**config.mk**
```make
export PLATFORM = sky130hd
export DESIGN_NAME = inst_sequencer
export DESIGN_NICKNAME = d
export VERILOG_FILES = /design/src/rtl/inst_sequencer.sv
export SDC_FILE = /design/constraint.sdc
export NUM_CORES = 1
export LEC_CHECK = 0
export ABC_CLOCK_PERIOD_IN_PS = 7050
export CAP_MARGIN = 20
export CORE_UTILIZATION = 35
export CTS_CLUSTER_DIAMETER = 200
export CTS_CLUSTER_SIZE = 28
export DETAILED_ROUTE_END_ITERATION = 10
export MAX_ROUTING_LAYER = met4
export PLACE_DENSITY = 0.64
export SYNTH_ARGS = -nofsm -noshare
export SYNTH_HDL_FRONTEND = slang
export SYNTH_SLANG_ARGS = --single-unit
```
**constraint.sdc**
```tcl
create_clock -name clk -period 7.05 [get_ports clk]
set_input_delay 2.115 -clock clk [delete_from_list [all_inputs] [get_ports clk]]
set_output_delay 2.115 -clock clk [all_outputs]
set_load 0.005 [all_outputs]
```
**src/rtl/inst_sequencer.sv**
```systemverilog
// Instruction sequencer: fetches and decodes program words, runs HALT/NOP/REPEAT locally
// and hands datapath opcodes to the NU array over a valid/ready + done handshake.
module inst_sequencer #(
    parameter int INST_W = 32,
    parameter int ADDR_W = 6,
    parameter int OP_W   = 4,
    parameter int CNT_W  = 10
) (
    input  logic                     clk,
    input  logic                     rst,
    input  logic                     start,
    output logic [ADDR_W-1:0]        inst_addr,
    input  logic [INST_W-1:0]        inst_data,
    output logic                     op_valid,
    input  logic                     op_ready,
    output logic [OP_W-1:0]          op_type,
    output logic [INST_W-OP_W-1:0]   op_args,
    input  logic                     op_done,
    output logic                     busy,
    output logic                     halted,
    output logic                     error
);
    localparam int ARG_HI = INST_W - OP_W - 1;

    localparam logic [OP_W-1:0] OP_HALT   = OP_W'(0);
    localparam logic [OP_W-1:0] OP_NOP    = OP_W'(1);
    localparam logic [OP_W-1:0] OP_REPEAT = OP_W'(2);
    localparam logic [OP_W-1:0] OP_FIRST  = OP_W'(3);
    localparam logic [OP_W-1:0] OP_LAST   = OP_W'(10);

    typedef enum logic [2:0] {IDLE, FETCH, DECODE, ISSUE, WAIT, HALTED} state_t;

    state_t             state;
    logic [ADDR_W-1:0]  pc;
    logic [ADDR_W-1:0]  loop_addr;
    logic               loop_active;
    logic [CNT_W-1:0]   loop_cnt;

    logic [OP_W-1:0]    opcode;
    logic [ADDR_W-1:0]  rep_tgt;
    logic [CNT_W-1:0]   rep_n;

    assign opcode    = inst_data[INST_W-1 -: OP_W];
    assign rep_tgt   = inst_data[ARG_HI -: ADDR_W];
    assign rep_n     = inst_data[ARG_HI-ADDR_W -: CNT_W];
    assign inst_addr = pc;
    assign busy      = (state != IDLE) && (state != HALTED);

    always_ff @(posedge clk) begin
        if (rst) begin
            state       <= IDLE;
            pc          <= '0;
            loop_addr   <= '0;
            loop_active <= 1'b0;
            loop_cnt    <= '0;
            op_valid    <= 1'b0;
            op_type     <= '0;
            op_args     <= '0;
            halted      <= 1'b0;
            error       <= 1'b0;
        end else begin
            case (state)
                IDLE, HALTED: begin
                    if (start) begin
                        state       <= FETCH;
                        pc          <= '0;
                        halted      <= 1'b0;
                        error       <= 1'b0;
                        loop_active <= 1'b0;
                        loop_cnt    <= '0;
                    end
                end
                FETCH: state <= DECODE;
                DECODE: begin
                    if (opcode == OP_HALT) begin
                        halted <= 1'b1;
                        state  <= HALTED;
                    end else if (opcode == OP_NOP) begin
                        pc    <= pc + 1'b1;
                        state <= FETCH;
                    end else if (opcode == OP_REPEAT) begin
                        state <= FETCH;
                        // Only the REPEAT that armed the loop may service it; any other is nesting.
                        if (loop_active && pc != loop_addr) begin
                            halted <= 1'b1;
                            error  <= 1'b1;
                            state  <= HALTED;
                        end else if (!loop_active) begin
                            if (rep_n == '0) begin
                                pc <= pc + 1'b1;
                            end else begin
                                loop_cnt    <= rep_n;
                                loop_active <= 1'b1;
                                loop_addr   <= pc;
                                pc          <= rep_tgt;
                            end
                        end else if (loop_cnt > CNT_W'(1)) begin
                            loop_cnt <= loop_cnt - 1'b1;
                            pc       <= rep_tgt;
                        end else begin
                            loop_cnt    <= '0;
                            loop_active <= 1'b0;
                            pc          <= pc + 1'b1;
                        end
                    end else if (opcode >= OP_FIRST && opcode <= OP_LAST) begin
                        op_type  <= opcode;
                        op_args  <= inst_data[ARG_HI:0];
                        op_valid <= 1'b1;
                        state    <= ISSUE;
                    end else begin
                        halted <= 1'b1;
                        error  <= 1'b1;
                        state  <= HALTED;
                    end
                end
                ISSUE: begin
                    if (op_ready) begin
                        op_valid <= 1'b0;
                        state    <= WAIT;
                    end
                end
                WAIT: begin
                    if (op_done) begin
                        pc    <= pc + 1'b1;
                        state <= FETCH;
                    end
                end
                default: state <= IDLE;
            endcase
        end
    end
endmodule

```
==> reports/results.tsv <==
metric	value	unit
Arrival @ worst endpoint	4.37	ns
Syn Nets	437	
Clock Tree Buf Depth	2	
share of post-route cells with drive strength above 1	8.369	%
Reg2Reg Depth	5	
WL/cell	14.96	um
status	finished, final reports clean	
cts hold-fix bufs	0	
Post-Synthesis Cells	397	
Rel. slew slack	36.69	%
flops & latches, synth	61	
Syn Std Cell Area	3166	um^2
Final ANT Viol Nets	0	
Gate power share	13.4	%
total power	878.6	uW
RSZ-0062 raised after global routing	no	
TritonCTS clock tree	built	
CTS root buf	clkbuf_8	
critical setup path kind	in2reg	
startpoint types	primary input	
crit path max fanout	11	
Post-synth EDFFs	0	
Required @ worst endpoint	7.28	ns
Diodes inserted	0	
Primary FF master, synth	dfxtp_1	
Clock transition at path regs	0.07	ns
detail-routed via count per cell	5.383	
Leakage	1.500	nW
Worst-Skew Late Latency	0.35	ns
Tcrit/Tclk final	58.62	%
post-CTS sizing	0	
setup TNS	0	ns
Int Power	661.9	uW
Max VDD drop	132.3	uV
total CTS buffers	9	
clock sinks	61	
Netlist cell types	62	
final setup vio count	0	
Port-buffer cells	78	
worst setup margin	2.917	ns
DIE AREA	9428	um^2
clock network fraction of design power	44.8	%
Final Net Count	501	
largest cells by area after synthesis	dfxtp_1 39%, nand2_1 9.7%, a21oi_1 7.7%, clkbuf_1 2.4%, nand3_1 2.4%	
Yosys warnings	0	
most common cell after layout, fill and taps aside	nand2_1	
largest net degree at the start of global routing	50	
critical path capture point type	register	
htree depth	3	
GRT overflow	0	
Core ar.	8721	um^2
final hold vios	0	
Util after Layout	48.92	%
clock skew	0.01189	ns
row cnt	34	
Final GP Congestion	0.8734	
number of iterations in the first detailed-routing pass	4	
register share of total power	41.7	%
most frequent cells in the layout	82 x nand2_1, 77 x clkdlybuf4s50_1, 61 x dfxtp_1	
hold crit path type	reg2reg	
fin. max-slew vios	0	
Initial Utilization	36.30	%
first-pass GRT wire length	14130	um
Area Growth Syn to Fin	34.78	%
antenna violations before repair	0	
IO Pins	79	
Yosys top cell area share	38.58	%
Die X	97.10	um
pre-CTS WS	2.579	ns
Net Sw Frac	24.66	%
Max Clock Freq	242.0	MHz
crit path time final	4.133	ns
Worst Tran Pin Value	0.9497	ns
MaxCap Viol Count	0	
Setup Buffers After CTS	0	
GRT Total Usage	19.06	%
power per cell area	205.9	nW/um^2
# DRC	0	
Hold Path Depth	2	
register area share after synthesis	38.58	%
via count	3090	
number of DRC markers in iteration 0	165	
Psw	216.6	uW
Synth area leader	dfxtp_1	
HPWL after DPL	6186	um
height of the chip	97.10	um
Avg Cell Area, Syn	7.974	um^2
total routed wirelength	8587	um
Synth async-reset ratio	0	%
vias in the first global route	2910	
## cell families after synthesis
logic type | count (synthesis) | share of synthesized area (%)
DFF | 61 | 38.58
and+or+nand+nor | 174 | 27.55
muxes | 2 | 0.6324
adders and majority gates | 3 | 1.186
xor gates and xnor gates | 11 | 3.043
AOI/OAI and AO/OA | 112 | 24.51
buffers and inverters | 34 | 4.505
## power by group through the flow
stage          registers [mW]  clock network [mW]  logic (mW)
2_1_floorplan           0.371                   0      0.0616
3_3_place_gp            0.375                   0       0.114
3_5_place_dp            0.375                   0       0.114
4_1_cts                 0.367               0.398       0.115
5_1_grt                 0.369               0.416       0.130
6_report                0.367               0.394       0.118
## worst max-delay path: stages
cell	delay, ns
clkdlybuf4s50_1	0.48
or4b_4	0.60
nor3_2	0.19
a21oi_1	0.24
o211a_1	0.45
a22o_1	0.28
## routing by layer
metal  global-route usage (%)  wire [um]  vias up
li1                         -          -     1554
met1                    24.78       4087     1444
met2                    28.22       3889       79
met3                    5.396        462       13
met4                    6.774        148        0
met5                        -          0        -
## cell type report
cell class / instances / area [um^2]
multi-input combinational: 302 / 1802
timing repair buffer: 81 / 838.3
clock buffer: 11 / 141.4
clock inverter: 5 / 106.4
fill: 836 / 4454
tap: 108 / 135.1
sequential: 61 / 1221
inverter: 6 / 22.52
## registers in the layout, summed over array words and instances, names as in the netlist
signal	flops
error	1
halted	1
inst_addr	6
loop_active	1
loop_addr	6
loop_cnt	10
op_args	28
op_type	4
op_valid	1
state	3
## path summary, 6_finish.rpt
kind / from / end / slack, ns
worst max-delay path: inst_data[31] / loop_cnt[9] / 2.92
worst min-delay path: op_args[23] / op_args[23] / 0.45
worst max register to register: loop_active / loop_cnt[9] / 4.40
worst min register to register: op_args[23] / op_args[23] / 0.45
## through the flow
stage                     cell area [um^2]  hold slack (ns)  instances
after floorplan                       3166           0.4478        397
after global placement                3964           0.4421        556
after detailed placement              3964           0.4476        556
after CTS                             4212           0.4569        572
after global routing                  4267           0.4765        574
final                                 4267           0.4544        574
## synthesized netlist by cell type, types with 2 or more instances
master / number
nand2_1: 82
dfxtp_1: 61
a21oi_1: 49
clkbuf_1: 20
nor2_1: 19
nand3_1: 15
nor3_1: 11
a211oi_1: 8
a22o_1: 6
nand2b_1: 6
o21ai_0: 6
xor2_1: 6
buf_2: 5
inv_1: 5
o2bb2ai_1: 5
xnor2_1: 5
a2111oi_0: 4
a21o_1: 4
nand4_1: 4
nor2b_1: 4
nor4_1: 4
o211ai_1: 4
o221ai_1: 4
or3_1: 4
or3b_2: 4
ha_1: 3
nor3_2: 3
a2bb2oi_1: 2
a311oi_1: 2
a311oi_2: 2
a31oi_1: 2
and2_1: 2
mux2i_1: 2
nand3b_1: 2
o32a_1: 2
or2_2: 2
or4_1: 2
or4_4: 2
Note: power is estimated with default switching activity, not from simulation.
